<file path="config.mk">
export PLATFORM = sky130hd
export DESIGN_NAME = riscv_multicycle_ctrl_flat
export DESIGN_NICKNAME = d
export VERILOG_FILES = /design/src/rtl/riscv_multicycle_ctrl_if.sv /design/src/rtl/riscv_multicycle_ctrl.sv /design/src/flat_wrapper.sv
export SDC_FILE = /design/constraint.sdc
export NUM_CORES = 1
export LEC_CHECK = 0
export CAP_MARGIN = 5
export CORE_MARGIN = 3
export CORE_UTILIZATION = 45
export DETAILED_ROUTE_END_ITERATION = 16
export GPL_TIMING_DRIVEN = 1
export PLACE_DENSITY = 0.85
export SYNTH_ARGS = -nofsm -noshare
export SYNTH_HDL_FRONTEND = slang
export SYNTH_SLANG_ARGS = --single-unit
</file>
<file path="constraint.sdc">
create_clock -name clk -period 4.8 [get_ports clk]
set_clock_uncertainty 0.15 [all_clocks]
set_input_delay 1.44 -clock clk [delete_from_list [all_inputs] [get_ports clk]]
set_output_delay 1.44 -clock clk [all_outputs]
set_load 0.05 [all_outputs]
</file>
<file path="src/rtl/riscv_multicycle_ctrl_if.sv">
// Shared instruction/data memory handshake between the multicycle
// controller (master) and the memory port (slave).
interface riscv_multicycle_ctrl_if;
  logic mem_ready;
  logic mem_read;
  logic mem_write;
  logic adr_src;

  modport master (
    output mem_read, mem_write, adr_src,
    input  mem_ready
  );

  modport slave (
    input  mem_read, mem_write, adr_src,
    output mem_ready
  );
endinterface

</file>
<file path="src/rtl/riscv_multicycle_ctrl.sv">
// Multicycle RV32 control FSM: fetch/decode/execute/memory/writeback
// over one shared memory, with illegal-instruction and bus-timeout halt.
module riscv_multicycle_ctrl #(
  parameter int unsigned MEM_WAIT_MAX = 15
) (
  input  logic       clk,
  input  logic       nrst,
  input  logic [6:0] opcode,
  input  logic [2:0] funct3,
  input  logic [6:0] funct7,
  input  logic       zero,
  riscv_multicycle_ctrl_if.master mem,
  output logic       pc_write,
  output logic       ir_write,
  output logic       wr_en,
  output logic [1:0] alu_src_a,
  output logic [1:0] alu_src_b,
  output logic [2:0] alu_op,
  output logic [1:0] imm_src,
  output logic [1:0] result_src,
  output logic [3:0] state,
  output logic       instr_done,
  output logic       illegal,
  output logic       bus_err
);

  typedef enum logic [3:0] {
    FETCH    = 4'd0,
    DECODE   = 4'd1,
    MEMADR   = 4'd2,
    MEMREAD  = 4'd3,
    MEMWB    = 4'd4,
    MEMWRITE = 4'd5,
    EXECR    = 4'd6,
    EXECI    = 4'd7,
    ALUWB    = 4'd8,
    BEQ      = 4'd9,
    JAL      = 4'd10,
    HALT     = 4'd15
  } state_t;

  localparam logic [6:0] OP_LOAD  = 7'b0000011;
  localparam logic [6:0] OP_STORE = 7'b0100011;
  localparam logic [6:0] OP_R     = 7'b0110011;
  localparam logic [6:0] OP_I     = 7'b0010011;
  localparam logic [6:0] OP_BR    = 7'b1100011;
  localparam logic [6:0] OP_JAL   = 7'b1101111;

  localparam logic [2:0] ALU_ADD = 3'b000;
  localparam logic [2:0] ALU_SUB = 3'b001;
  localparam logic [2:0] ALU_AND = 3'b010;
  localparam logic [2:0] ALU_OR  = 3'b011;
  localparam logic [2:0] ALU_SLT = 3'b100;
  localparam logic [2:0] ALU_XOR = 3'b101;

  localparam logic [7:0] WAIT_MAX = 8'(MEM_WAIT_MAX);

  state_t     state_q, state_d;
  logic [7:0] wait_q;
  logic       ill_set, berr_set;
  logic       is_ld, is_st, is_r, is_i, is_br, is_jal;
  logic       f3_ok, wait_st, expired;
  logic [2:0] alu_fn;
  state_t     dec_next;
  logic       mem_read_c, mem_write_c, adr_src_c;
  logic       unused_f7;

  assign unused_f7 = ^{funct7[6], funct7[4:0]};

  always_comb begin
    is_ld   = opcode == OP_LOAD;
    is_st   = opcode == OP_STORE;
    is_r    = opcode == OP_R;
    is_i    = opcode == OP_I;
    is_br   = opcode == OP_BR;
    is_jal  = opcode == OP_JAL;
    f3_ok   = funct3 inside {3'b000, 3'b010, 3'b100, 3'b110, 3'b111};
    wait_st = state_q inside {FETCH, MEMREAD, MEMWRITE};
    expired = !mem.mem_ready && wait_q == WAIT_MAX;
  end

  // Only R-type ADD flips to SUB; immediate forms ignore funct7.
  always_comb begin
    alu_fn = ALU_ADD;
    unique case (funct3)
      3'b000:  alu_fn = (is_r && funct7[5]) ? ALU_SUB : ALU_ADD;
      3'b111:  alu_fn = ALU_AND;
      3'b110:  alu_fn = ALU_OR;
      3'b010:  alu_fn = ALU_SLT;
      3'b100:  alu_fn = ALU_XOR;
      default: alu_fn = ALU_ADD;
    endcase
  end

  always_comb begin
    dec_next = HALT;
    unique case (1'b1)
      is_ld, is_st: dec_next = MEMADR;
      is_r:         dec_next = f3_ok ? EXECR : HALT;
      is_i:         dec_next = f3_ok ? EXECI : HALT;
      is_br:        dec_next = (funct3 == 3'b000) ? BEQ : HALT;
      is_jal:       dec_next = JAL;
      default:      dec_next = HALT;
    endcase
  end

  always_comb begin
    state_d     = state_q;
    ill_set     = 1'b0;
    berr_set    = 1'b0;
    pc_write    = 1'b0;
    ir_write    = 1'b0;
    wr_en       = 1'b0;
    adr_src_c   = 1'b0;
    mem_read_c  = 1'b0;
    mem_write_c = 1'b0;
    alu_src_a   = 2'b00;
    alu_src_b   = 2'b00;
    alu_op      = ALU_ADD;
    imm_src     = 2'b00;
    result_src  = 2'b00;
    instr_done  = 1'b0;
    unique case (state_q)
      FETCH: begin
        mem_read_c = 1'b1;
        alu_src_b  = 2'b10;
        result_src = 2'b10;
        if (mem.mem_ready) begin
          ir_write = 1'b1;
          pc_write = 1'b1;
          state_d  = DECODE;
        end else if (expired) begin
          berr_set = 1'b1;
          state_d  = HALT;
        end
      end
      DECODE: begin
        alu_src_a = 2'b01;
        alu_src_b = 2'b01;
        imm_src   = is_jal ? 2'b11 : 2'b10;
        state_d   = dec_next;
        ill_set   = dec_next == HALT;
      end
      MEMADR: begin
        alu_src_a = 2'b10;
        alu_src_b = 2'b01;
        imm_src   = is_st ? 2'b01 : 2'b00;
        state_d   = is_st ? MEMWRITE : MEMREAD;
      end
      MEMREAD: begin
        adr_src_c  = 1'b1;
        mem_read_c = 1'b1;
        if (mem.mem_ready) begin
          state_d = MEMWB;
        end else if (expired) begin
          berr_set = 1'b1;
          state_d  = HALT;
        end
      end
      MEMWB: begin
        result_src = 2'b01;
        wr_en      = 1'b1;
        instr_done = 1'b1;
        state_d    = FETCH;
      end
      MEMWRITE: begin
        adr_src_c   = 1'b1;
        mem_write_c = 1'b1;
        if (mem.mem_ready) begin
          instr_done = 1'b1;
          state_d    = FETCH;
        end else if (expired) begin
          berr_set = 1'b1;
          state_d  = HALT;
        end
      end
      EXECR: begin
        alu_src_a = 2'b10;
        alu_op    = alu_fn;
        state_d   = ALUWB;
      end
      EXECI: begin
        alu_src_a = 2'b10;
        alu_src_b = 2'b01;
        alu_op    = alu_fn;
        state_d   = ALUWB;
      end
      ALUWB: begin
        wr_en      = 1'b1;
        instr_done = 1'b1;
        state_d    = FETCH;
      end
      BEQ: begin
        alu_src_a  = 2'b10;
        alu_op     = ALU_SUB;
        pc_write   = zero;
        instr_done = 1'b1;
        state_d    = FETCH;
      end
      JAL: begin
        pc_write  = 1'b1;
        alu_src_a = 2'b01;
        alu_src_b = 2'b10;
        state_d   = ALUWB;
      end
      HALT:    state_d = HALT;
      default: state_d = HALT;
    endcase
  end

  assign mem.mem_read  = mem_read_c;
  assign mem.mem_write = mem_write_c;
  assign mem.adr_src   = adr_src_c;
  assign state         = state_q;

  always_ff @(posedge clk or negedge nrst) begin
    if (!nrst) begin
      state_q <= FETCH;
      wait_q  <= '0;
      illegal <= 1'b0;
      bus_err <= 1'b0;
    end else begin
      state_q <= state_d;
      if (state_d != state_q)
        wait_q <= '0;
      else if (wait_st && !mem.mem_ready)
        wait_q <= wait_q + 8'd1;
      if (ill_set)
        illegal <= 1'b1;
      if (berr_set)
        bus_err <= 1'b1;
    end
  end

endmodule

</file>
<file path="src/flat_wrapper.sv">
// flat-port wrapper written by rule: the top's interface ports become plain ports
module riscv_multicycle_ctrl_flat 
#(
  parameter int unsigned MEM_WAIT_MAX = 15
)
  (clk, nrst, opcode, funct3, funct7, zero, pc_write, ir_write, wr_en, alu_src_a, alu_src_b, alu_op, imm_src, result_src, state, instr_done, illegal, bus_err, mem_mem_read, mem_mem_write, mem_adr_src, mem_mem_ready);
  riscv_multicycle_ctrl_if mem_i ();
  input  logic clk;
  input  logic nrst;
  input  logic [6:0] opcode;
  input  logic [2:0] funct3;
  input  logic [6:0] funct7;
  input  logic zero;
  output logic pc_write;
  output logic ir_write;
  output logic wr_en;
  output logic [1:0] alu_src_a;
  output logic [1:0] alu_src_b;
  output logic [2:0] alu_op;
  output logic [1:0] imm_src;
  output logic [1:0] result_src;
  output logic [3:0] state;
  output logic instr_done;
  output logic illegal;
  output logic bus_err;
  output wire logic [$bits(mem_i.mem_read)-1:0] mem_mem_read;
  output wire logic [$bits(mem_i.mem_write)-1:0] mem_mem_write;
  output wire logic [$bits(mem_i.adr_src)-1:0] mem_adr_src;
  input wire logic [$bits(mem_i.mem_ready)-1:0] mem_mem_ready;
  assign mem_mem_read = mem_i.mem_read;
  assign mem_mem_write = mem_i.mem_write;
  assign mem_adr_src = mem_i.adr_src;
  assign mem_i.mem_ready = mem_mem_ready;
  riscv_multicycle_ctrl #(.MEM_WAIT_MAX(MEM_WAIT_MAX)) u_core (.clk(clk), .nrst(nrst), .opcode(opcode), .funct3(funct3), .funct7(funct7), .zero(zero), .mem(mem_i), .pc_write(pc_write), .ir_write(ir_write), .wr_en(wr_en), .alu_src_a(alu_src_a), .alu_src_b(alu_src_b), .alu_op(alu_op), .imm_src(imm_src), .result_src(result_src), .state(state), .instr_done(instr_done), .illegal(illegal), .bus_err(bus_err));
endmodule
</file>
==> results of run 1 <==
cell families after synthesis:
family,after synthesis,share of synthesized area
XOR/XNOR,10,0.0672
AO/OA/AOI/OAI,39,0.219
adder cells (fa/ha/maj),1,0.00960
flip-flops,14,0.269
multiplexers,2,0.0163
AND/OR/NAND/NOR,82,0.385
buffers and inverters,11,0.0336
worst max-delay path, cell delays in order:
cell and delay (ns):
sky130_fd_sc_hd__clkdlybuf4s50_1 0.43, sky130_fd_sc_hd__or4b_4 0.55, sky130_fd_sc_hd__nor4_2 0.16, sky130_fd_sc_hd__nor2_1 0.09, sky130_fd_sc_hd__o32ai_2 0.29, sky130_fd_sc_hd__buf_12 0.18
through the flow:
step	instances	hold WS, ns	utilization	setup TNS (ns)
after floorplan	159	0.379	-	0
after global placement	223	0.303	0.677	0
after detailed placement	223	0.301	0.677	-0.0159
after CTS	227	0.328	0.692	0
after global routing	227	0.366	0.697	-0.0603
final	227	0.327	0.697	0
power by group:
group,leakage (nW),internal (mW),switching (mW)
registers,0.175,0.118,0
clock network,0.0210,0.0462,0.0363
logic,0.500,0.0151,0.0122
repair_timing:
item                                    4_1_cts  5_1_grt
endpoints found under the setup margin        1        2
resized for setup                             1        3
pin swaps                                     2        1
endpoints found under the hold margin         0        0
final timing paths:
check                      cells past startpoint                to  slack, ns
hold / removal                                 1    u_core.bus_err       0.33
min in group asynchronous                      1  u_core.wait_q[6]       1.37
max in group asynchronous                      1  u_core.wait_q[0]       2.74
setup / recovery                               6         alu_op[0]       0.06
setup reg to reg                               8  u_core.wait_q[3]       2.21
hold reg to reg                                1    u_core.bus_err       0.33
area by class of cell:
class                      count  area share
sequential                    14       0.192
clock buffer                   4      0.0199
inverter                       2     0.00412
tap                           30      0.0206
multi-input combinational    134       0.516
timing repair buffer          43       0.247
registers in the layout, summed over array words and instances, names as in the netlist:
| name | flops |
|---|---|
| u_core.bus_err | 1 |
| u_core.state | 4 |
| u_core.wait_q | 8 |
| u_core.illegal | 1 |
layout by cell type, fill, tap and decap left out, types with 3 or more instances in the layout:
master                            synthesis  layout
sky130_fd_sc_hd__clkdlybuf4s50_1          0      31
sky130_fd_sc_hd__nand2_1                 15      14
sky130_fd_sc_hd__dfrtp_1                 14      14
sky130_fd_sc_hd__nor2_1                  13      13
sky130_fd_sc_hd__o21ai_0                  8       8
sky130_fd_sc_hd__a21oi_1                  8       8
sky130_fd_sc_hd__nor3_2                   8       8
sky130_fd_sc_hd__buf_4                    0       8
sky130_fd_sc_hd__xor2_1                   7       7
sky130_fd_sc_hd__nand2b_1                 6       6
sky130_fd_sc_hd__nor3_1                   6       6
sky130_fd_sc_hd__nor2b_1                  5       5
sky130_fd_sc_hd__nand3_1                  6       5
sky130_fd_sc_hd__buf_12                   0       4
sky130_fd_sc_hd__xnor2_1                  3       3
sky130_fd_sc_hd__a21o_1                   3       3
sky130_fd_sc_hd__nand4_1                  3       3
sky130_fd_sc_hd__clkbuf_4                 0       3
routing by layer:
layer	GRT usage	up-vias
met2	0.392	53
met4	0.0316	0
met1	0.271	672
met3	0.0410	0
met5	0	-
li1	-	670
==> metrics.log, run 1 <==
INFO  metric ys_seq_elements = 14
INFO  metric hold_buf_count_cts = 0
INFO  metric postCtsSetupBuffers = 0
INFO  metric syn2layout_area_growth = 39.9%
INFO  metric highest-signal-layer = met3
INFO  metric dpl_cell_area = 0.00177 mm^2
INFO  metric portBuffers = 38
INFO  metric synth_edf_count = 0
INFO  metric met3RoutedLength = 208 um
INFO  metric worstSetupStartpoint = opcode[3]
INFO  metric cts_buffers = 3
INFO  metric p_leak = 0.696 nW
INFO  metric timing.critical_path.to_type = primary output
INFO  metric postSynth.asyncResetShare = 1.00
INFO  metric yosys_most_used_dff = sky130_fd_sc_hd__dfrtp_1
INFO  metric synthesis.area = 0.00130 mm^2
INFO  metric length_of_the_first_detailed_routing_pass_in_iterations = 4
INFO  metric timing.critical_path.required = 3.21 ns
INFO  metric post-synth-top-area-cell = sky130_fd_sc_hd__dfrtp_1
INFO  metric worst_slew_pin_slew = 0.773 ns
INFO  metric finalSetupViolations = 0
INFO  metric drv_slew = 0
INFO  metric postSynthCellCount = 159
INFO  metric max-cap-violations = 0
INFO  metric pre_cts_slack = -0.0159 ns
INFO  metric final_global_route_overflow_total = 0
INFO  metric tritoncts = built
INFO  metric outcome = complete, no violations
INFO  metric post_detailed_route_drc_marker_count = 0
INFO  metric wl_per_cell = 15.2 um
INFO  metric routedLengthMet1 = 1.46 mm
INFO  metric nets = 220
INFO  metric min_period = 4.74 ns
INFO  metric multi_input_combinational_cell_area = 940 um^2
INFO  metric cts_num_sinks = 14
INFO  metric clkSlewWorstSetupHoldPaths = 0.08 ns
INFO  metric min_from = u_core.bus_err
INFO  metric ys.warnings.count = 0
INFO  metric layout.cell_area.non_filler = 0.00182 mm^2
INFO  metric pin_count_of_the_biggest_net_entering_global_routing = 27
INFO  metric number_of_global_route_vias_before_repair = 1363
INFO  metric hpwlAfterDp = 2.68 mm
INFO  metric met2RoutedLength = 1.79 mm
INFO  metric num_vias = 1395
INFO  metric rows = 18
INFO  metric report.final.hold_viol_count = 0
INFO  metric final.period_utilization = 0.988
INFO  metric setup_ws = 0.0557 ns
INFO  metric antenna_found_initial = 0
INFO  metric timing.critical_path.arrival = 3.15 ns
INFO  metric netlist_top_cells_count = sky130_fd_sc_hd__nand2_1 (15), sky130_fd_sc_hd__dfrtp_1 (14), sky130_fd_sc_hd__nor2_1 (13)
INFO  metric die-height = 59.8 um
INFO  metric io_pins = 45
INFO  metric holdCritPathClass = reg2reg
INFO  metric drt_first_iter_violations = 93
INFO  metric diodes = 0
INFO  metric avgSynthCellArea = 8.19 um^2
INFO  metric fillers = 209
INFO  metric count_of_unique_library_cells_instantiated_by_yosys = 49
INFO  metric synth.area.top_cells = sky130_fd_sc_hd__dfrtp_1 (27%), sky130_fd_sc_hd__nor3_2 (6.1%), sky130_fd_sc_hd__xor2_1 (4.7%), sky130_fd_sc_hd__nand2_1 (4.3%), sky130_fd_sc_hd__nor2_1 (3.7%)
INFO  metric routabilityCongestion = 0.801
INFO  metric drt-vias-per-instance = 6.15
INFO  metric final_layout_size_suffix_gt1_frac = 0.208
INFO  metric critical_path.reg2reg.startpoint = u_core.state[2]
INFO  metric power.ir.vdd_worst = 185 uV
INFO  metric synth_top_area_frac = 0.269
INFO  metric die_x = 59.8 um
INFO  metric gr-usage-all-layers = 0.217
INFO  metric ctsHtreeMaxLevel = 1
INFO  metric fp.dieArea = 0.00358 mm^2
INFO  metric setup.worst_path.class = in2out
INFO  metric fmaxAchievable = 0.211 GHz
INFO  metric synth_nets = 181
INFO  metric drtAntennaViolNets = 0
INFO  metric cts_max_path_bufs = 2
INFO  metric worst_skew_pair.late_latency = 0.28 ns
INFO  metric synth_most_common_cell = sky130_fd_sc_hd__nand2_1
INFO  metric cp_max_fo = 2
INFO  metric yosysSeqAreaShare = 0.269
INFO  metric grt_first_pass_wirelength = 6.04 mm
INFO  metric initial_utilization = 0.499
INFO  metric wirelength = 3.45 mm
INFO  metric seqCellArea = 350 um^2
INFO  metric rsz0062_at_grt = yes
INFO  metric design.core.area = 0.00261 mm^2
INFO  metric clock-root-buffer = sky130_fd_sc_hd__clkbuf_4
INFO  metric critical_path.startpoint_type = primary input
INFO  metric power.density = 125 mW/mm^2
INFO  metric relative_slew_slack = 0.485
INFO  metric total_power = 228 uW
Power figures use the tool's default switching activity.
==> run 2: changes to the inputs <==
==> constraint.sdc (replaced) <==
create_clock -name clk -period 4.95 [get_ports clk]
set_clock_uncertainty 0.15 [all_clocks]
set_input_delay 0.495 -clock clk [delete_from_list [all_inputs] [get_ports clk]]
set_output_delay 0.495 -clock clk [all_outputs]
set_load 0.05 [all_outputs]
==> metrics.log, run 2 (same netlist as run 1, synthesis figures left out) <==
INFO  metric num_vias = 1341 (was 1395)
INFO  metric cp_max_fo = 5 (was 2)
INFO  metric setup_tns = 0 ns (unchanged)
INFO  metric power.ir.vdd_worst = 138 uV (was 185 uV)
INFO  metric fp.dieArea = 0.00358 mm^2 (unchanged)
INFO  metric wirelength = 3.45 mm (about the same)
INFO  metric final_layout_size_suffix_gt1_frac = 0.115 (was 0.208)
INFO  metric seqCellArea = 350 um^2 (unchanged)
INFO  metric setup.worst_path.class = in2out (unchanged)
INFO  metric worst_skew_pair.late_latency = 0.28 ns (about the same)
INFO  metric min_period = 3.61 ns
INFO  metric clock-root-buffer = sky130_fd_sc_hd__clkbuf_4 (unchanged)
INFO  metric rsz0062_at_grt = no (was yes)
INFO  metric wl_per_cell = 15.6 um (was 15.2 um)
INFO  metric critical_path.startpoint_type = primary input (unchanged)
INFO  metric nets = 215 (was 220)
INFO  metric post_detailed_route_drc_marker_count = 0 (unchanged)
INFO  metric final_global_route_overflow_total = 0 (unchanged)
INFO  metric hpwlAfterDp = 2.61 mm (was 2.68 mm)
INFO  metric die_x = 59.8 um (unchanged)
INFO  metric drt-vias-per-instance = 6.07 (was 6.15)
INFO  metric design.core.area = 0.00261 mm^2 (unchanged)
INFO  metric io_pins = 45 (unchanged)
INFO  metric ctsHtreeMaxLevel = 1 (unchanged)
INFO  metric diodes = 0 (unchanged)
INFO  metric antenna_found_initial = 0 (unchanged)
INFO  metric routabilityCongestion = 0.795 (was 0.801)
INFO  metric top_register = u_core.wait_q (unchanged)
INFO  metric hold_buf_count_cts = 0 (unchanged)
INFO  metric postCtsSetupBuffers = 0 (unchanged)
INFO  metric die-height = 59.8 um (unchanged)
INFO  metric timing.critical_path.required = 4.30 ns (was 3.21 ns)
INFO  metric drtAntennaViolNets = 0 (unchanged)
INFO  metric mostFrequentLayoutCell = sky130_fd_sc_hd__clkdlybuf4s50_1 (unchanged)
INFO  metric drv_slew = 0 (unchanged)
INFO  metric worst_slew_pin_slew = 0.808 ns (was 0.773 ns)
INFO  metric gr-usage-all-layers = 0.204 (was 0.217)
INFO  metric syn2layout_area_growth = 31.0% (was 39.9%)
INFO  metric tritoncts = built (unchanged)
INFO  metric timing.critical_path.to_type = primary output (unchanged)
INFO  metric layout_common_cells = sky130_fd_sc_hd__clkdlybuf4s50_1 (38), sky130_fd_sc_hd__nand2_1 (15), sky130_fd_sc_hd__dfrtp_1 (14) (was sky130_fd_sc_hd__clkdlybuf4s50_1 (31), sky130_fd_sc_hd__nand2_1 (14), sky130_fd_sc_hd__dfrtp_1 (14))
INFO  metric cts_num_sinks = 14 (unchanged)
INFO  metric final.period_utilization = 0.730
INFO  metric pin_count_of_the_biggest_net_entering_global_routing = 28 (was 27)
INFO  metric finalSetupViolations = 0 (unchanged)
INFO  metric relative_slew_slack = 0.462 (was 0.485)
INFO  metric largest_register_ffs = 8 (unchanged)
INFO  metric drt_first_iter_violations = 79 (was 93)
INFO  metric cts_resized = 0 (was 1)
INFO  metric clkSlewWorstSetupHoldPaths = 0.07 ns (was 0.08 ns)
INFO  metric max-cap-violations = 0 (unchanged)
INFO  metric p_leak = 0.638 nW (was 0.696 nW)
INFO  metric initial_utilization = 0.499 (unchanged)
INFO  metric timing.critical_path.arrival = 2.97 ns (was 3.15 ns)
INFO  metric finish.utilization = 0.653 (was 0.697)
INFO  metric rows = 18 (unchanged)
INFO  metric portBuffers = 38 (unchanged)
INFO  metric cts_max_path_bufs = 2 (unchanged)
INFO  metric holdCritPathClass = reg2reg (unchanged)
INFO  metric grt_first_pass_wirelength = 5.64 mm (was 6.04 mm)
INFO  metric cts_buffers = 3 (unchanged)
INFO  metric outcome = complete, no violations (unchanged)
INFO  metric power.density = 117 mW/mm^2 (was 125 mW/mm^2)
INFO  metric multi_input_combinational_cell_area = 908 um^2 (was 940 um^2)
INFO  metric report.final.hold_viol_count = 0 (unchanged)
INFO  metric number_of_global_route_vias_before_repair = 1229 (was 1363)
INFO  metric length_of_the_first_detailed_routing_pass_in_iterations = 4 (unchanged)
INFO  metric fmaxAchievable = 0.277 GHz
INFO  metric fillers = 227 (was 209)
[run 2: cell type report]
cell class              instances  share of cell area
multi-input cells             134               0.532
repair buffers                 38               0.223
flip-flops and latches         14               0.205
well taps                      30              0.0220
clock buffers                   3              0.0132
inverters                       2             0.00440
[run 2: worst paths after layout]
path	start	endpoint	slack, ns	depth (start not counted)
max reg2reg	u_core.state[3]	u_core.wait_q[6]	2.39	8
min in group asynchronous	nrst	u_core.wait_q[4]	0.45	1
max in group asynchronous	nrst	u_core.wait_q[3]	3.81	1
max	opcode[3]	alu_op[0]	1.34	6
min	u_core.bus_err	u_core.bus_err	0.32	1
min reg2reg	u_core.bus_err	u_core.bus_err	0.32	1
[run 2: power by group]
part           leakage [nW]  switching, mW  internal (mW)
Combinational         0.450         0.0112         0.0127
Clock                0.0138         0.0339         0.0282
Sequential            0.175              0          0.114
[run 2: critical path, stage by stage]
cell                              delay [ns]
sky130_fd_sc_hd__clkdlybuf4s50_1        0.47
sky130_fd_sc_hd__or4b_1                 0.61
sky130_fd_sc_hd__nor4_1                 0.26
sky130_fd_sc_hd__nor2_1                 0.07
sky130_fd_sc_hd__o32ai_1                0.22
sky130_fd_sc_hd__clkdlybuf4s50_1        0.85
[run 2: metrics by stage]
stage	area [um^2]	setup slack (ns)	hold slack, ns	instances	power [mW]
6_report	1710	1.34	0.321	221	0.200
5_1_grt	1710	1.26	0.350	221	0.209
4_1_cts	1710	1.33	0.323	221	0.202
3_5_place_dp	1680	1.33	0.301	218	0.140
3_3_place_gp	1680	1.39	0.302	218	0.139
2_1_floorplan	1300	1.08	0.0494	159	0.122
[run 2: layer usage]
metal,vias to the layer above,track usage,wire (um)
met5,-,0,0
met4,0,0.0633,89
li1,662,-,-
met3,11,0.0367,157
met1,624,0.275,1500
met2,44,0.330,1710
